## src/rtl/sw_disp_pkg.sv

```systemverilog
// ----------------------------------------------------------------------------
// sw_disp_pkg
//   Shared constants and helpers for the switch-counter display path.
//   Imported by the switch decoder stage and by the 7-segment driver stage.
//   Contents:
//     SW_WIDTH            number of slide switches
//     SW_CNT_W            width of a switch count (0..SW_WIDTH)
//     SW_DEBOUNCE_CYCLES  default debounce window (10 ms @ 100 MHz)
//     BCD_W               width of one BCD digit
//     bcd_t / bin_to_bcd  two-digit BCD split of a small binary count
// ----------------------------------------------------------------------------
package sw_disp_pkg;

    localparam int SW_WIDTH           = 16;
    localparam int SW_CNT_W           = $clog2(SW_WIDTH + 1);
    localparam int SW_DEBOUNCE_CYCLES = 1_000_000;
    localparam int BCD_W              = 4;

    typedef struct packed {
        logic [BCD_W-1:0] tens;
        logic [BCD_W-1:0] ones;
    } bcd_t;

    // Repeated compare/subtract; counts here never exceed 99, so nine
    // iterations always leave the remainder below ten.
    function automatic bcd_t bin_to_bcd(input logic [7:0] bin);
        logic [7:0] rem;
        bcd_t       res;
        rem      = bin;
        res.tens = '0;
        for (int unsigned i = 0; i < 9; i++) begin
            if (rem >= 8'd10) begin
                rem      = rem - 8'd10;
                res.tens = res.tens + BCD_W'(1);
            end
        end
        res.ones = rem[BCD_W-1:0];
        return res;
    endfunction

endpackage

```

## src/rtl/sw_therm_decoder_if.sv

```systemverilog
// ----------------------------------------------------------------------------
// sw_therm_decoder_if
//   Bundle between the raw switches, the switch decoder and its consumer.
//   Signals:
//     sw          raw switch word (asynchronous to clk)
//     sw_stable   debounced switch word
//     count       number of ones in sw_stable
//     bcd_tens    count / 10
//     bcd_ones    count % 10
//     code_valid  sw_stable is a thermometer code (incl. all-zero)
//     update      one-cycle pulse when the decoded outputs change
//   Modports:
//     slave   the decoder (consumes sw, produces everything else)
//     master  the environment (drives sw, observes the decoded outputs)
// ----------------------------------------------------------------------------
interface sw_therm_decoder_if
    import sw_disp_pkg::*;
#(
    parameter int WIDTH = SW_WIDTH
);
    localparam int CNT_W = $clog2(WIDTH + 1);

    logic [WIDTH-1:0] sw;
    logic [WIDTH-1:0] sw_stable;
    logic [CNT_W-1:0] count;
    logic [BCD_W-1:0] bcd_tens;
    logic [BCD_W-1:0] bcd_ones;
    logic             code_valid;
    logic             update;

    modport slave (
        input  sw,
        output sw_stable, count, bcd_tens, bcd_ones, code_valid, update
    );

    modport master (
        output sw,
        input  sw_stable, count, bcd_tens, bcd_ones, code_valid, update
    );

endinterface

```

## src/rtl/sw_therm_decoder_sync_debounce.sv

```systemverilog
// ----------------------------------------------------------------------------
// sync_debounce
//   Two-flop synchroniser per switch bit followed by a whole-word debouncer
//   sharing one counter. A word is committed to sw_stable once it has been
//   seen unchanged for DEBOUNCE_CYCLES cycles and differs from sw_stable.
//   Ports:
//     clk        system clock
//     rst_n      asynchronous active-low reset
//     sw         raw switch word
//     sw_stable  debounced switch word
//     commit     one-cycle pulse in the cycle sw_stable takes a new value
// ----------------------------------------------------------------------------
module sync_debounce
    import sw_disp_pkg::*;
#(
    parameter int WIDTH           = SW_WIDTH,
    parameter int DEBOUNCE_CYCLES = SW_DEBOUNCE_CYCLES
) (
    input  logic             clk,
    input  logic             rst_n,
    input  logic [WIDTH-1:0] sw,
    output logic [WIDTH-1:0] sw_stable,
    output logic             commit
);

    localparam int            CW       = $clog2(DEBOUNCE_CYCLES);
    localparam logic [CW-1:0] TERMINAL = CW'(DEBOUNCE_CYCLES - 1);

    logic [WIDTH-1:0] sync_meta;
    logic [WIDTH-1:0] sw_sync;
    logic [WIDTH-1:0] candidate;
    logic [CW-1:0]    cnt;

    always_ff @(posedge clk or negedge rst_n) begin
        if (!rst_n) begin
            sync_meta <= '0;
            sw_sync   <= '0;
        end else begin
            sync_meta <= sw;
            sw_sync   <= sync_meta;
        end
    end

    // An input change always restarts the window, including in the terminal
    // cycle. The counter parks at TERMINAL, and the inequality guard keeps a
    // parked counter from re-committing the same word.
    always_ff @(posedge clk or negedge rst_n) begin
        if (!rst_n) begin
            candidate <= '0;
            cnt       <= '0;
            sw_stable <= '0;
            commit    <= 1'b0;
        end else begin
            commit <= 1'b0;
            if (sw_sync != candidate) begin
                candidate <= sw_sync;
                cnt       <= '0;
            end else if (cnt == TERMINAL) begin
                if (candidate != sw_stable) begin
                    sw_stable <= candidate;
                    commit    <= 1'b1;
                end
            end else begin
                cnt <= cnt + CW'(1);
            end
        end
    end

endmodule

```

## src/rtl/sw_therm_decoder.sv

```systemverilog
// ----------------------------------------------------------------------------
// sw_therm_decoder
//   Synchronises and debounces the slide switches, then presents the switch
//   count as binary and as two BCD digits, flags whether the word is a
//   thermometer code, and pulses update whenever these outputs change.
//   Ports:
//     clk    system clock
//     rst_n  asynchronous active-low reset
//     bus    sw_therm_decoder_if.slave: sw in; sw_stable, count, bcd_tens,
//            bcd_ones, code_valid, update out
// ----------------------------------------------------------------------------
module sw_therm_decoder
    import sw_disp_pkg::*;
#(
    parameter int WIDTH           = SW_WIDTH,
    parameter int DEBOUNCE_CYCLES = SW_DEBOUNCE_CYCLES
) (
    input  logic                clk,
    input  logic                rst_n,
    sw_therm_decoder_if.slave   bus
);

    localparam int CNT_W = $clog2(WIDTH + 1);

    logic [WIDTH-1:0] sw_stable;
    logic             commit;

    logic [CNT_W-1:0] pop_c;
    logic [WIDTH:0]   ext_c;
    logic             valid_c;
    bcd_t             bcd_c;

    sync_debounce #(
        .WIDTH           (WIDTH),
        .DEBOUNCE_CYCLES (DEBOUNCE_CYCLES)
    ) u_sync_debounce (
        .clk       (clk),
        .rst_n     (rst_n),
        .sw        (bus.sw),
        .sw_stable (sw_stable),
        .commit    (commit)
    );

    assign bus.sw_stable = sw_stable;

    // Thermometer codes are 2^n-1, so adding one clears every set bit.
    // The extra top bit keeps the all-ones word from wrapping to zero.
    always_comb begin
        pop_c = '0;
        for (int unsigned i = 0; i < WIDTH; i++) begin
            pop_c = pop_c + CNT_W'(sw_stable[i]);
        end
        ext_c   = {1'b0, sw_stable};
        valid_c = (ext_c & (ext_c + (WIDTH+1)'(1))) == '0;
        bcd_c   = bin_to_bcd(8'(pop_c));
    end

    always_ff @(posedge clk or negedge rst_n) begin
        if (!rst_n) begin
            bus.count      <= '0;
            bus.bcd_tens   <= '0;
            bus.bcd_ones   <= '0;
            bus.code_valid <= 1'b1;
            bus.update     <= 1'b0;
        end else begin
            bus.update <= commit;
            if (commit) begin
                bus.count      <= pop_c;
                bus.bcd_tens   <= bcd_c.tens;
                bus.bcd_ones   <= bcd_c.ones;
                bus.code_valid <= valid_c;
            end
        end
    end

endmodule

```

## src/flat_wrapper.sv

```systemverilog
// flat-port wrapper written by rule: the top's interface ports become plain ports
module sw_therm_decoder_flat import sw_disp_pkg::*;
#(
    parameter int WIDTH           = SW_WIDTH,
    parameter int DEBOUNCE_CYCLES = SW_DEBOUNCE_CYCLES
)
  (clk, rst_n, bus_sw, bus_sw_stable, bus_count, bus_bcd_tens, bus_bcd_ones, bus_code_valid, bus_update);
  sw_therm_decoder_if #(.WIDTH(WIDTH)) bus_i ();
  input  logic clk;
  input  logic rst_n;
  input wire logic [$bits(bus_i.sw)-1:0] bus_sw;
  output wire logic [$bits(bus_i.sw_stable)-1:0] bus_sw_stable;
  output wire logic [$bits(bus_i.count)-1:0] bus_count;
  output wire logic [$bits(bus_i.bcd_tens)-1:0] bus_bcd_tens;
  output wire logic [$bits(bus_i.bcd_ones)-1:0] bus_bcd_ones;
  output wire logic [$bits(bus_i.code_valid)-1:0] bus_code_valid;
  output wire logic [$bits(bus_i.update)-1:0] bus_update;
  assign bus_i.sw = bus_sw;
  assign bus_sw_stable = bus_i.sw_stable;
  assign bus_count = bus_i.count;
  assign bus_bcd_tens = bus_i.bcd_tens;
  assign bus_bcd_ones = bus_i.bcd_ones;
  assign bus_code_valid = bus_i.code_valid;
  assign bus_update = bus_i.update;
  sw_therm_decoder #(.WIDTH(WIDTH), .DEBOUNCE_CYCLES(DEBOUNCE_CYCLES)) u_core (.clk(clk), .rst_n(rst_n), .bus(bus_i));
endmodule
```

## config.mk

```make
export PLATFORM = sky130hd
export DESIGN_NAME = sw_therm_decoder_flat
export DESIGN_NICKNAME = d
export VERILOG_FILES = /design/src/rtl/sw_disp_pkg.sv /design/src/rtl/sw_therm_decoder_if.sv /design/src/rtl/sw_therm_decoder_sync_debounce.sv /design/src/rtl/sw_therm_decoder.sv /design/src/flat_wrapper.sv
export SDC_FILE = /design/constraint.sdc
export NUM_CORES = 1
export LEC_CHECK = 0
export ABC_AREA = 1
export ABC_CLOCK_PERIOD_IN_PS = 23900
export CAP_MARGIN = 5
export CORE_MARGIN = 3
export CORE_UTILIZATION = 30
export CTS_BUF_LIST = sky130_fd_sc_hd__clkbuf_8
export DETAILED_ROUTE_END_ITERATION = 8
export GPL_TIMING_DRIVEN = 1
export PLACE_DENSITY = 0.55
export SYNTH_ARGS = -nofsm -noshare
export SYNTH_HDL_FRONTEND = slang
export SYNTH_SLANG_ARGS = --single-unit
export TNS_END_PERCENT = 20
```

## constraint.sdc

```tcl
create_clock -name clk -period 23.9 [get_ports clk]
set_input_delay 7.17 -clock clk [delete_from_list [all_inputs] [get_ports clk]]
set_output_delay 7.17 -clock clk [all_outputs]
set_load 0.01 [all_outputs]
```

==> run_results.csv, run 1 <==
group,metric,value,unit
run_status,status,"completed",
global_route,grt_pass1_wl,23200,um
floorplanning,die-height,151,um
clock_network,root_buffer,"clkbuf_8",
clock_network,clk_latency,0.39,ns
worst_setup_path,setup.worst_path.end_class,"flop",
global_route,grtUsageMet1,0.173,
floorplanning,coreArea,20500,um2
layout,num-nets-final,895,
clock_network,cts_post_setup_buffers_inserted,0,
yosys,netlist_area,6320,um2
detailed_routing,drt_iter0_drc,254,
pwr,power_switching,75.5,uW
timing,finalCritPeriodShare,0.418,
detailed_routing,avgRoutedWirePerCell,12.3,um
detailed_routing,routed_wl,13800,um
timing,relSlewSlack,0.416,
yosys,yosys_warnings,0,
layout,fin_util,0.353,
worst_setup_path,worst-path-buf-inv,13,
floorplanning,placementRows,52,
floorplanning,io_pins,49,
hold_path,hold_path_class,"reg -> reg",
clock_network,cts_buffers,9,
timing,clock_skew,0.0266,ns
global_route,grt_usage,0.127,
place,port-buffer-count,48,
worst_setup_path,required,24.19,ns
detailed_routing,first_pass_iters,6,
layout,area_growth,14.4,%
timing,rsz0062_at_grt,"no",
pwr,ir_worst_vdd,41.6,uV
pwr,power_frac_comb,0.037,
worst_setup_path,slowest_stage,"fa_1",
job,maxCapViolCount,0,
worst_setup_path,critPathArrivalTime,10.28,ns
pwr,p_sw_frac,0.256,
layout,final_cell_count_no_fill,1118,
layout,nFillCells,2162,
yosys,syn_nets,859,
global_route,grt_pass1_vias,4735,
clock_network,clock_path_buffers,2,
global_route,antenna_found_initial,0,
floorplanning,die_area,22900,um2
floorplanning,die_x,151,um
clock_network,clk_pin_slew_worst_paths,0.12,ns
yosys,synth_seq_cells,99,
layout,antenna_cells,0,
timing,hold_viol_final,0,
detailed_routing,ant_nets,0,
worst_setup_path,crit_family,"adder cells",
pwr,leakagePower,0.00355,uW
yosys,synth-seq-area-share,0.392,
detailed_routing,vias_per_cell,4.52,
clock_network,cts_resized,0,
timing,timing.hold.ws,0.356,ns
global_route,grt_remaining_overflow,0,
pwr,pwr-share-seq,0.590,
timing,finalMaxSlewViolations,0,
timing,max_freq,100,MHz
layout,seqCellArea,2480,um2
place,place_inst,1102,
clock_network,h-tree-depth,3,
floorplanning,start_util,0.308,
pwr,p_per_area,40.8,nW/um2
worst_setup_path,critPathLaunchType,"flop",
layout,multi_input_area,3220,um2
place,dp_hpwl,10500,um
timing,setup_viol,0,
clock_network,postCtsHoldBufs,0,
global_route,grt_max_degree,53,
worst_setup_path,critPathKind,"reg -> reg",
pwr,p_clk_frac,0.373,
timing,tns,0,ns
worst_setup_path,slowest_delay,0.54,ns
timing,finalCriticalPeriod,9.99,ns
detailed_routing,drcViolationCount,0,
timing,worstMarginPinSlew,0.874,ns
global_route,use_met2,0.207,
yosys,avgSynthCellArea,7.83,um2
clock_network,cts_tree,"yes",
yosys,syn_inst,807,
worst_setup_path,crit_fanout,14,
clock_network,cts.sinks,99,
yosys,yosysUniqueCellTypes,44,
pwr,p_int,219,uW
global_route,grt_util_met3,0.0293,
detailed_routing,vias,5053,
layout,drive_gt1_frac,0.116,
worst_setup_path,cpMostUsedCell,"inv_1",
global_route,top_usage_layer,"met2",
place,place.gp.congestion,0.832,
==> worst paths after layout <==
path / start / endpoint / cells after the start / slack (ns)
worst max-delay path: u_core.u_sync_debounce.sw_stable[0]$_DFFE_PN0P_ / u_core.bus.bcd_tens[1]$_DFFE_PN0P_ / 57 / 13.91
worst min-delay path: u_core.u_sync_debounce.sync_meta[10]$_DFF_PN0_ / u_core.u_sync_debounce.sw_sync[10]$_DFF_PN0_ / 0 / 0.36
worst max register to register: u_core.u_sync_debounce.sw_stable[0]$_DFFE_PN0P_ / u_core.bus.bcd_tens[1]$_DFFE_PN0P_ / 57 / 13.91
worst min register to register: u_core.u_sync_debounce.sync_meta[10]$_DFF_PN0_ / u_core.u_sync_debounce.sw_sync[10]$_DFF_PN0_ / 0 / 0.36
max in group asynchronous: rst_n / u_core.u_sync_debounce.cnt[0]$_DFFE_PN0N_ / 2 / 16.04
min in group asynchronous: rst_n / u_core.u_sync_debounce.sw_stable[4]$_DFFE_PN0P_ / 1 / 6.77
==> stage by stage <==
step / setup WS (ns) / instance area [um2] / total power [uW]
after floorplan: 14.61 / 6320 / 182
after global placement: 14.14 / 7040 / 189
after detailed placement: 13.90 / 7040 / 189
after CTS: 13.86 / 7240 / 301
after global routing: 13.11 / 7240 / 309
final: 13.91 / 7240 / 295
==> cells by family (layout without fill, tap and decap cells) <==
family / after synthesis / in the layout / synth area share
AO/OA/AOI/OAI: 89 / 89 / 0.0802
XOR/XNOR: 28 / 28 / 0.0388
adder cells (fa/ha/maj): 34 / 34 / 0.0792
buffers and inverters: 161 / 202 / 0.0990
flip-flops: 99 / 99 / 0.392
AND/OR/NAND/NOR: 396 / 396 / 0.311
==> power groups by stage <==
stage               clock [uW]  combinational [uW]  sequential [uW]
floorplan                    0                4.91              177
global placement             0                11.3              177
detailed placement           0                11.4              177
CTS                        115                11.4              174
global route               122                12.7              175
finish                     110                10.8              174
==> flip-flops by register name (all words and copies together), names as in the netlist <==
register	cells
u_core.u_sync_debounce.cnt	20
u_core.u_sync_debounce.candidate	16
u_core.u_sync_debounce.sw_stable	16
u_core.u_sync_debounce.sw_sync	16
u_core.u_sync_debounce.sync_meta	16
u_core.bus.bcd_ones	4
u_core.bus.bcd_tens	4
u_core.bus.count	4
u_core.bus.code_valid	1
u_core.bus.update	1
u_core.u_sync_debounce.commit	1
==> synthesized netlist by cell type <==
master	instances	area share
o21a_1	3	0.0036
o211ai_1	2	0.0024
clkinv_1	1	0.00059
inv_2	12	0.0071
ha_1	24	0.047
nand3_2	6	0.0095
nor3b_1	1	0.0012
o21ai_1	6	0.0047
xnor2_1	16	0.022
o2111ai_1	1	0.0014
buf_4	1	0.0012
nand4_1	22	0.022
nand2_4	8	0.014
inv_4	1	0.00099
inv_1	123	0.073
dfrtp_1	98	0.39
nand3b_1	5	0.0059
nand4_2	1	0.0020
o211a_1	1	0.0016
nor2_1	41	0.024
buf_6	2	0.0036
nor2_4	3	0.0053
nor2_2	5	0.0049
nand2_2	28	0.028
nor4_1	9	0.0089
a211oi_1	4	0.0047
a21oi_1	22	0.017
nand4_4	1	0.0034
fa_1	10	0.032
a22o_1	1	0.0014
clkbuf_1	21	0.012
a221oi_1	1	0.0014
a2111oi_0	1	0.0014
o21ai_0	44	0.035
dfstp_2	1	0.0042
a21oi_4	1	0.0026
xor2_1	12	0.017
nor3_1	13	0.010
or2_2	7	0.0069
o21ai_2	2	0.0028
nand2_1	194	0.12
nand3_1	47	0.037
or2_1	1	0.00099
nand3_4	4	0.011
==> routing by layer <==
metal | vias to the layer above | wire [um] | share of wire
met5 | - | 0 | 0
met4 | 0 | 139 | 0.010
met3 | 10 | 555 | 0.040
met2 | 96 | 6350 | 0.46
met1 | 2312 | 6720 | 0.49
li1 | 2635 | - | -
==> cell usage in the layout, fill, tap and decap left out, types with 5 or more instances in the layout <==
cell             synthesis  layout
xor2_1                  12      12
nand2_2                 28      28
nor2_1                  41      41
nand2_1                194     194
clkbuf_8                 0      10
nand2_4                  8       8
nand3_1                 47      47
inv_1                  123     123
nor4_1                   9       9
nand3b_1                 5       5
inv_2                   12      12
a21oi_1                 22      22
or2_2                    7       7
o21ai_0                 44      44
fa_1                    10      10
nand3_2                  6       6
clkdlybuf4s50_1          0      47
o21ai_1                  6       6
nor2_2                   5       5
nand4_1                 22      22
dfrtp_1                 98      98
nor3_1                  13      13
xnor2_1                 16      16
ha_1                    24      24
==> layout make-up <==
cell class / instances / share of cell area
Multi-Input combinational cell: 547 / 0.445
Sequential cell: 99 / 0.343
Inverter: 137 / 0.0714
Timing Repair Buffer: 49 / 0.0671
Tap cell: 270 / 0.0467
Clock buffer: 10 / 0.0190
Clock inverter: 6 / 0.00847
(Power assumes the default switching activity.)
==> inputs of run 2 (changes only) <==
- ABC_CLOCK_PERIOD_IN_PS: 23900 -> 8960
- PLACE_DENSITY: 0.55 -> 0.56
- clock period: 23.9 -> 8.96 ns (I/O delays scaled with it)
==> run 2 against run 1 <==
Compared with the run above:
- via count grew 4.4%
- sequential power rose to 2.7 times the previous value
- count of clock-buffer cells in the layout stayed put
- worst setup slack got worse by 14 ns
- critical path depth increased by 1
- combinational power rose to 2.7 times the previous value
- largest cell class unchanged
==> run_results.csv, run 2 (same netlist as run 1, synthesis figures left out) <==
group,metric,value,unit
run_status,status,"completed",
clock_network,h-tree-depth,3,
worst_setup_path,critPathLaunchType,"flop",
place,placed_area,7320,um2
clock_network,cts_buffers,9,
detailed_routing,vias_per_cell,4.52,
clock_network,postCtsHoldBufs,0,
floorplanning,die_area,22900,um2
global_route,grt_usage,0.131,
worst_setup_path,cpMostUsedCell,"nand2_2",
timing,hold_viol_final,0,
layout,fin_util,0.384,
detailed_routing,avgRoutedWirePerCell,12.3,um
place,dp_hpwl,10700,um
timing,finalMaxSlewViolations,0,
timing,finalCriticalPeriod,8.77,ns
floorplanning,coreArea,20500,um2
timing,relSlewSlack,0.407,
worst_setup_path,slowest_stage,"fa_1",
layout,nFillCells,2133,
worst_setup_path,slowest_delay,0.56,ns
clock_network,clk_latency,0.39,ns
timing,max_freq,114,MHz
layout,drive_gt1_frac,0.219,
layout,final_cell_mix,"181 x nand2_1, 111 x inv_1, 96 x dfrtp_1",
place,place_ws,-0.196,ns
timing,setup_viol,0,
detailed_routing,vias,5274,
detailed_routing,drt_iter0_drc,227,
global_route,antenna_found_initial,0,
global_route,grt_max_degree,55,
timing,fin_ws,0.192,ns
detailed_routing,drcViolationCount,0,
floorplanning,start_util,0.308,
detailed_routing,routed_wl,14300,um
detailed_routing,ant_nets,0,
timing,clock_skew,0.0212,ns
global_route,grt_pass1_wl,24000,um
layout,antenna_cells,0,
clock_network,root_buffer,"clkbuf_8",
place,port-buffer-count,48,
layout,largest_reg_flops,20,
clock_network,cts.sinks,99,
layout,num-nets-final,943,
clock_network,clk_pin_slew_worst_paths,0.12,ns
timing,worstMarginPinSlew,0.886,ns
timing,finalCritPeriodShare,0.979,
place,place_inst,1127,
floorplanning,die-height,151,um
timing,rsz0062_at_grt,"yes",
global_route,grt_remaining_overflow,0,
clock_network,clock_path_buffers,2,
worst_setup_path,setup.worst_path.end_class,"flop",
worst_setup_path,required,9.20,ns
worst_setup_path,critPathArrivalTime,9.01,ns
worst_setup_path,crit_family,"adder cells",
global_route,grt_pass1_vias,5193,
layout,stdcell_area,7880,um2
floorplanning,io_pins,49,
layout,final_cell_count_no_fill,1166,
layout,area_growth,24.6,%
worst_setup_path,crit_fanout,8,
layout,top_register,"u_core.u_sync_debounce.cnt",
pwr,leakagePower,0.00384,uW
layout,final_common_cell,"nand2_1",
job,maxCapViolCount,0,
floorplanning,die_x,151,um
place,place.gp.congestion,0.796,
pwr,p_per_area,99.3,nW/um2
floorplanning,placementRows,52,
clock_network,cts_tree,"yes",
detailed_routing,first_pass_iters,4,
worst_setup_path,critPathKind,"reg -> reg",
worst_setup_path,worst-path-buf-inv,13,
hold_path,hold_path_class,"reg -> reg",
timing,tns,0,ns
pwr,ir_worst_vdd,116,uV
## run 2: routing by layer
layer	share of wire	track usage	wire length (um)	up-vias
li1	-	-	-	2725
met1	0.49	0.173	7000	2469
met2	0.46	0.221	6640	70
met3	0.036	0.0284	509	10
met4	0.011	0.0313	163	0
met5	0	0	0	-
## run 2: power by group
group          switching [uW]  internal [uW]  total, uW
clock                     175            114        289
combinational            15.7           13.4       29.1
sequential               6.91            457        464
total                     197            585        782
## run 2: final timing paths
path	start	endpoint	slack [ns]	cells past startpoint
max	u_core.u_sync_debounce.sw_stable[0]$_DFFE_PN0P_	u_core.bus.bcd_tens[2]$_DFFE_PN0P_	0.19	58
min	u_core.u_sync_debounce.sync_meta[7]$_DFF_PN0_	u_core.u_sync_debounce.sw_sync[7]$_DFF_PN0_	0.35	0
max reg2reg	u_core.u_sync_debounce.sw_stable[0]$_DFFE_PN0P_	u_core.bus.bcd_tens[2]$_DFFE_PN0P_	0.19	58
min reg2reg	u_core.u_sync_debounce.sync_meta[7]$_DFF_PN0_	u_core.u_sync_debounce.sw_sync[7]$_DFF_PN0_	0.35	0
max in group asynchronous	rst_n	u_core.u_sync_debounce.sw_stable[14]$_DFFE_PN0P_	5.52	2
min in group asynchronous	rst_n	u_core.u_sync_debounce.sync_meta[10]$_DFF_PN0_	2.34	1
## run 2: final cells by class
cell class | instances | area, um2 | area share
clock inverters | 6 | 56.3 | 0.00715
clock buffers | 10 | 138 | 0.0175
flip-flops and latches | 99 | 2480 | 0.315
multi-input cells | 548 | 3500 | 0.444
repair buffers | 96 | 838 | 0.106
inverters | 137 | 527 | 0.0669
well taps | 270 | 338 | 0.0429
## run 2: stage by stage
step / hold WS (ns) / total power [uW]
2_1_floorplan: 0.331 / 485
3_3_place_gp: 0.332 / 503
3_5_place_dp: 0.335 / 504
4_1_cts: 0.359 / 798
5_1_grt: 0.361 / 820
6_report: 0.352 / 782
## run 2: what timing repair did
action                     CTS  global route
buffers inserted             9            13
pin swaps                   22            33
resized for setup           15            31
setup endpoints to repair    4             5
gates cloned                 1             0
==> inputs of run 3 (changes only) <==
- GPL_TIMING_DRIVEN: 1 -> default
==> results of run 3 <==
No change in the layout: final DEF, timing and power equal those of run 2.
